<file path="config.mk">
export PLATFORM = sky130hd
export DESIGN_NAME = rom_access_arbiter_flat
export DESIGN_NICKNAME = d
export VERILOG_FILES = /design/src/rtl/rom_access_arbiter_if.sv /design/src/rtl/rom_access_arbiter.sv /design/src/flat_wrapper.sv
export SDC_FILE = /design/constraint.sdc
export NUM_CORES = 1
export LEC_CHECK = 0
export CORE_MARGIN = 8
export CORE_UTILIZATION = 42
export CTS_CLUSTER_DIAMETER = 120
export CTS_CLUSTER_SIZE = 10
export DETAILED_ROUTE_END_ITERATION = 16
export PLACE_DENSITY = 0.92
export SYNTH_ARGS = -nofsm -noshare
export SYNTH_HDL_FRONTEND = slang
export SYNTH_SLANG_ARGS = --single-unit
</file>
<file path="constraint.sdc">
create_clock -name clock -period 5.01 [get_ports clock]
set_clock_uncertainty 0.15 [all_clocks]
set_input_delay 0.501 -clock clock [delete_from_list [all_inputs] [get_ports clock]]
set_output_delay 0.501 -clock clock [all_outputs]
set_load 0.02 [all_outputs]
</file>
<file path="src/rtl/rom_access_arbiter_if.sv">
// Request/response bus between requesters and the shared ROM arbiter, plus the ROM read port.
// Latency: n/a (wiring only).
// Backpressure: req_ready is the only flow-control signal; responses cannot be stalled.
interface rom_access_arbiter_if #(
  parameter int NUM_REQ       = 2,
  parameter int ADDRESS_WIDTH = 8,
  parameter int DATA_WIDTH    = 8
);
  logic [NUM_REQ-1:0]               req_valid;
  logic [NUM_REQ*ADDRESS_WIDTH-1:0] req_address;
  logic [NUM_REQ-1:0]               req_ready;
  logic [NUM_REQ-1:0]               rsp_valid;
  logic [DATA_WIDTH-1:0]            rsp_data;
  logic                             rsp_error;
  logic                             busy;
  logic                             rom_read_enable;
  logic [ADDRESS_WIDTH-1:0]         rom_address;
  logic [DATA_WIDTH-1:0]            rom_data;

  // Requesters and the ROM sit on this side
  modport master (
    output req_valid, req_address, rom_data,
    input  req_ready, rsp_valid, rsp_data, rsp_error, busy, rom_read_enable, rom_address
  );

  // The arbiter sits on this side
  modport slave (
    input  req_valid, req_address, rom_data,
    output req_ready, rsp_valid, rsp_data, rsp_error, busy, rom_read_enable, rom_address
  );
endinterface

</file>
<file path="src/rtl/rom_access_arbiter.sv">
// Round-robin arbiter sharing one synchronous ROM between NUM_REQ requesters; flags out-of-range reads.
// Latency: accept in cycle T -> rsp_valid in T+3 (in range) or T+1 (out of range).
// Backpressure: req_ready only in IDLE, one-hot to the round-robin winner; no request queueing.
module rom_access_arbiter #(
  parameter int NUM_REQ       = 2,
  parameter int ADDRESS_WIDTH = 8,
  parameter int DATA_WIDTH    = 8,
  parameter int MEMORY_DEPTH  = 64
) (
  input  logic                  clock,
  input  logic                  reset_n,
  rom_access_arbiter_if.slave   bus
);
  localparam int GW = (NUM_REQ > 1) ? $clog2(NUM_REQ) : 1;
  // One extra bit so a depth of exactly 2**ADDRESS_WIDTH still compares correctly
  localparam logic [ADDRESS_WIDTH:0] LP_DEPTH = (ADDRESS_WIDTH+1)'(MEMORY_DEPTH);
  localparam logic [GW-1:0]          LP_LAST  = GW'(NUM_REQ - 1);

  typedef enum logic [1:0] {S_IDLE, S_READ, S_CAPTURE, S_RESP} state_t;

  state_t                   r_state;
  state_t                   w_next_state;
  logic [GW-1:0]            r_last_grant;
  logic [GW-1:0]            r_grant;
  logic [GW-1:0]            w_winner;
  logic                     w_any;
  logic                     w_accept;
  logic                     w_addr_err;
  logic [NUM_REQ-1:0]       w_onehot;
  logic [ADDRESS_WIDTH-1:0] w_req_addr;
  logic [ADDRESS_WIDTH-1:0] r_addr;
  logic [DATA_WIDTH-1:0]    r_rsp_data;
  logic                     r_rsp_error;

  // Round-robin search starting just after the last grant, wrapping around
  always_comb begin
    logic [GW-1:0] v_idx;
    w_winner = r_last_grant;
    w_any    = 1'b0;
    v_idx    = '0;
    for (int k = 1; k <= NUM_REQ; k++) begin
      v_idx = GW'((int'(r_last_grant) + k) % NUM_REQ);
      if (!w_any && bus.req_valid[v_idx]) begin
        w_any    = 1'b1;
        w_winner = v_idx;
      end
    end
  end

  // Winner one-hot and its address slice, with range check
  always_comb begin
    w_onehot   = '0;
    w_req_addr = '0;
    if (w_any) w_onehot[w_winner] = 1'b1;
    for (int i = 0; i < NUM_REQ; i++) begin
      if (w_winner == GW'(i)) w_req_addr = bus.req_address[i*ADDRESS_WIDTH +: ADDRESS_WIDTH];
    end
    w_addr_err = ({1'b0, w_req_addr} >= LP_DEPTH);
    w_accept   = (r_state == S_IDLE) && w_any;
  end

  // FSM state register
  always_ff @(posedge clock or negedge reset_n) begin
    if (!reset_n) r_state <= S_IDLE;
    else          r_state <= w_next_state;
  end

  // FSM next-state: errors skip the ROM and go straight to the response
  always_comb begin
    w_next_state = r_state;
    case (r_state)
      S_IDLE:    if (w_accept) w_next_state = w_addr_err ? S_RESP : S_READ;
      S_READ:    w_next_state = S_CAPTURE;
      S_CAPTURE: w_next_state = S_RESP;
      S_RESP:    w_next_state = S_IDLE;
      default:   w_next_state = S_IDLE;
    endcase
  end

  // FSM outputs: handshake, strobes and ROM port
  always_comb begin
    bus.req_ready       = (r_state == S_IDLE) ? w_onehot : '0;
    bus.rsp_valid       = '0;
    if (r_state == S_RESP) bus.rsp_valid[r_grant] = 1'b1;
    bus.busy            = (r_state != S_IDLE);
    bus.rom_read_enable = (r_state == S_READ);
    bus.rom_address     = r_addr;
    bus.rsp_data        = r_rsp_data;
    bus.rsp_error       = r_rsp_error;
  end

  // Datapath: latch grant/address on accept, capture ROM data or force the error response
  always_ff @(posedge clock or negedge reset_n) begin
    if (!reset_n) begin
      r_last_grant <= LP_LAST;
      r_grant      <= '0;
      r_addr       <= '0;
      r_rsp_data   <= '0;
      r_rsp_error  <= 1'b0;
    end else begin
      if (w_accept) begin
        r_grant      <= w_winner;
        r_last_grant <= w_winner;
        if (w_addr_err) begin
          r_rsp_data  <= '0;
          r_rsp_error <= 1'b1;
        end else begin
          // ROM address only moves for real reads so it holds across error accesses
          r_addr <= w_req_addr;
        end
      end
      if (r_state == S_CAPTURE) begin
        r_rsp_data  <= bus.rom_data;
        r_rsp_error <= 1'b0;
      end
    end
  end
endmodule

</file>
<file path="src/flat_wrapper.sv">
// flat-port wrapper written by rule: the top's interface ports become plain ports
module rom_access_arbiter_flat 
#(
  parameter int NUM_REQ       = 2,
  parameter int ADDRESS_WIDTH = 8,
  parameter int DATA_WIDTH    = 8,
  parameter int MEMORY_DEPTH  = 64
)
  (clock, reset_n, bus_req_valid, bus_req_address, bus_rom_data, bus_req_ready, bus_rsp_valid, bus_rsp_data, bus_rsp_error, bus_busy, bus_rom_read_enable, bus_rom_address);
  rom_access_arbiter_if #(.NUM_REQ(NUM_REQ), .ADDRESS_WIDTH(ADDRESS_WIDTH), .DATA_WIDTH(DATA_WIDTH)) bus_i ();
  input  logic clock;
  input  logic reset_n;
  input wire logic [$bits(bus_i.req_valid)-1:0] bus_req_valid;
  input wire logic [$bits(bus_i.req_address)-1:0] bus_req_address;
  input wire logic [$bits(bus_i.rom_data)-1:0] bus_rom_data;
  output wire logic [$bits(bus_i.req_ready)-1:0] bus_req_ready;
  output wire logic [$bits(bus_i.rsp_valid)-1:0] bus_rsp_valid;
  output wire logic [$bits(bus_i.rsp_data)-1:0] bus_rsp_data;
  output wire logic [$bits(bus_i.rsp_error)-1:0] bus_rsp_error;
  output wire logic [$bits(bus_i.busy)-1:0] bus_busy;
  output wire logic [$bits(bus_i.rom_read_enable)-1:0] bus_rom_read_enable;
  output wire logic [$bits(bus_i.rom_address)-1:0] bus_rom_address;
  assign bus_i.req_valid = bus_req_valid;
  assign bus_i.req_address = bus_req_address;
  assign bus_i.rom_data = bus_rom_data;
  assign bus_req_ready = bus_i.req_ready;
  assign bus_rsp_valid = bus_i.rsp_valid;
  assign bus_rsp_data = bus_i.rsp_data;
  assign bus_rsp_error = bus_i.rsp_error;
  assign bus_busy = bus_i.busy;
  assign bus_rom_read_enable = bus_i.rom_read_enable;
  assign bus_rom_address = bus_i.rom_address;
  rom_access_arbiter #(.NUM_REQ(NUM_REQ), .ADDRESS_WIDTH(ADDRESS_WIDTH), .DATA_WIDTH(DATA_WIDTH), .MEMORY_DEPTH(MEMORY_DEPTH)) u_core (.clock(clock), .reset_n(reset_n), .bus(bus_i));
endmodule
</file>
==> flow_summary.yaml <==
timing:
  worst_pin_slew_ps: 939.0
  finalHoldViolations: 0
  drv_slew: 0
  finalSetupViolCount: 0
  fin_setup_tns_ps: 0
  maxSlewHeadroom: 0.3720
  max_freq_ghz: 0.3532
  worst_slack_ps: 2178
  timing.hold.ws_ps: 363.5
  rsz0062_at_grt: "false"
  period_minus_slack_ps: 2832
  post-route-period-util: 0.5652
power_and_ir_drop:
  swShare: 0.3920
  power_density_nw_per_um2: 563.5
  ir_drop_mv: 0.3667
  pwr-share-comb: 0.580
  p_seq_frac: 0.326
  p_sw_w: 0.0003463
  power.share.clock: 0.094
  p_int_w: 0.0005372
  p_leak_nw: 0.6880
global_route:
  antenna_found_initial: 0
  grt_max_degree: 22
  grt.total_usage: 0.1298
  grt_pass1_wl_um: 4333
  grt_overflow_total: 0
  grt_pass1_vias: 941
route:
  via_per_inst: 5.098
  wl_met1_um: 943
  drc: 0
  dr.pass1.iters: 4
  wl_met3_um: 328
  num_vias: 831
  wl_per_cell_um: 16.21
  met2_length_um: 1334
  drtAntennaViolNets: 0
  detail_route.iter0.violations: 22
  drt_wl_total_um: 2642
  top_layer_used: "met4"
run_status:
  outcome: "finished clean"
logic_synthesis:
  syn-num-nets: 114
  synth_cell_types: 23
  syn_avg_cell_area_um2: 12.30
  yosys_warnings: 0
  synth_area_um2: 1008
  synth_seq_cells: 21
  ys_seq_area_frac: 0.5223
  syn-instance-count: 82
min_path:
  min_path_type: "flop to flop"
placement:
  place_ws_ps: 2176
  portBuffers: 50
  place_hpwl_um: 2168
  gp_congestion: 0.7271
layout:
  drive_above_1_share: 0.1704
  layout_common_cells: "50 x clkdlybuf4s50_1, 20 x dfrtp_1, 12 x mux2_2, 9 x nor2b_1, 8 x a22o_1"
  n_antenna_cell: 0
  area_growth_pct: 55.46
  fin_nets: 168
  mostFrequentLayoutCell: "clkdlybuf4s50_1"
worst_setup_path:
  worstSetupEndpointType: "output port"
  crit_chain: "clkdlybuf4s50_1 > or2_4 > nand2_2 > nor2_1 > clkdlybuf4s50_1"
  cpMaxStageDelayCell: "clkdlybuf4s50_1"
  path_common_cell: "clkdlybuf4s50_1"
  cp_max_fo: 7
  path_class: "input pin to output port"
  cp-start-kind: "input pin"
  crit_required_ps: 4360
  slowest_delay_ps: 640
  cp.arrival_ps: 2180
floorplanning:
  start_util: 0.4515
  num_io_pins: 51
  die_w_um: 65
  die_area_um2: 4225
  std_cell_rows: 17
  core-area_um2: 2233
  die_h_um: 65
clocking:
  cts_hold_buffers: 0
  cts_max_path_buffers: 2
  cts-resized-gates: 0
  cts_setup_buffers: 0
  cts_tree: "built"
  clock-sinks: 21
  clk_pin_slew_ps: 120
  root_buffer: "clkbuf_4"
  worstSkewPairLatency_ps: 310
  ctsHtreeMaxLevel: 1
  cts_inserted_buffers: 3
run:
  maxCapViolations: 0
-- routing by layer --
layer	global-route usage	vias up
li1	-	395
met1	0.1258	394
met2	0.2199	37
met3	0.08076	5
met4	0.04905	0
met5	0	-
-- registers in the layout (all words and copies together), names as in the netlist --
register and count:
u_core.bus.rom_address 8, u_core.bus.rsp_data 8, u_core.bus.rsp_error 1, u_core.r_last_grant 1, u_core.r_state 2, u_core.r_grant 1
-- cell families (layout without fill, tap and decap cells) --
family                   count (synthesis)  count (layout)  share of synthesized area
buffers and inverters                    5              58                    0.01860
AND/OR/NAND/NOR                         23              23                     0.1377
AO/OA/AOI/OAI                           17              17                     0.1377
multiplexers                            12              12                     0.1340
adder cells (fa/ha/maj)                  4               4                    0.04963
flip-flops                              21              21                     0.5223
-- power by group through the flow --
stage          combinational, W  sequential (W)  clock (W)
2_1_floorplan          0.000232        0.000354          0
3_3_place_gp           0.000506        0.000287          0
3_5_place_dp           0.000519        0.000292          0
4_1_cts                0.000521        0.000288  0.0000862
5_1_grt                0.000553        0.000296  0.0000968
6_report               0.000512        0.000288  0.0000831
-- final cells by class --
cell class                      count  area [µm²]
Fill cell                         172       665.6
Sequential cell                    21       526.8
Timing Repair Buffer               50       500.5
Multi-Input combinational cell     56       462.9
Tap cell                           28       35.03
Clock buffer                        3       22.52
Inverter                            4       15.01
Clock inverter                      1       5.005
-- metrics by stage --
| step | util | cells | power [W] | cell area [µm²] |
|---|---|---|---|---|
| final | 0.7020 | 163 | 0.0008834 | 1568 |
| after CTS | 0.7020 | 163 | 0.0008954 | 1568 |
| after floorplan | - | 82 | 0.0005862 | 1008 |
| after detailed placement | 0.6896 | 159 | 0.0008106 | 1540 |
| after global placement | 0.6896 | 159 | 0.0007925 | 1540 |
| after global routing | 0.7020 | 163 | 0.0009459 | 1568 |
-- Yosys cell counts --
cell      number  area [µm²]
nor3_1         1       5.000
a21oi_4        1       16.27
nand3_1        1       5.000
and2b_2        2       17.52
a21oi_1        3       15.01
nand2_1        3       11.26
nor2b_1        9       56.30
nand3b_2       1       11.26
ha_1           4       50.05
inv_1          4       15.01
a211o_1        1       8.760
dfrtp_1       20       500.5
o21ai_1        1       5.000
a22o_1         8       70.07
a21o_1         2       15.01
o311ai_0       1       8.760
mux2_2        12       135.1
nand2_2        1       6.260
dfstp_2        1       26.28
and2_1         1       6.260
clkbuf_1       1       3.750
or2_4          1       8.760
nor2_1         3       11.26
-- worst paths after layout --
path                       slack [ps]                        end                       from  cells past startpoint
setup / recovery                 2180           bus_req_ready[1]           bus_req_valid[1]                      5
hold / removal                    360  u_core.bus.rom_address[6]  u_core.bus.rom_address[6]                      1
setup reg to reg                 3030  u_core.bus.rom_address[0]        u_core.r_last_grant                      4
hold reg to reg                   360  u_core.bus.rom_address[6]  u_core.bus.rom_address[6]                      1
max in group asynchronous        3590     u_core.bus.rsp_data[5]                    reset_n                      1
min in group asynchronous         550     u_core.bus.rsp_data[3]                    reset_n                      1
-- critical path, delay by kind of cell --
kind / cells / cell delay [ps]
buf+inv: 2 / 1170
simple gates: 3 / 510
Power figures use the tool's default switching activity.
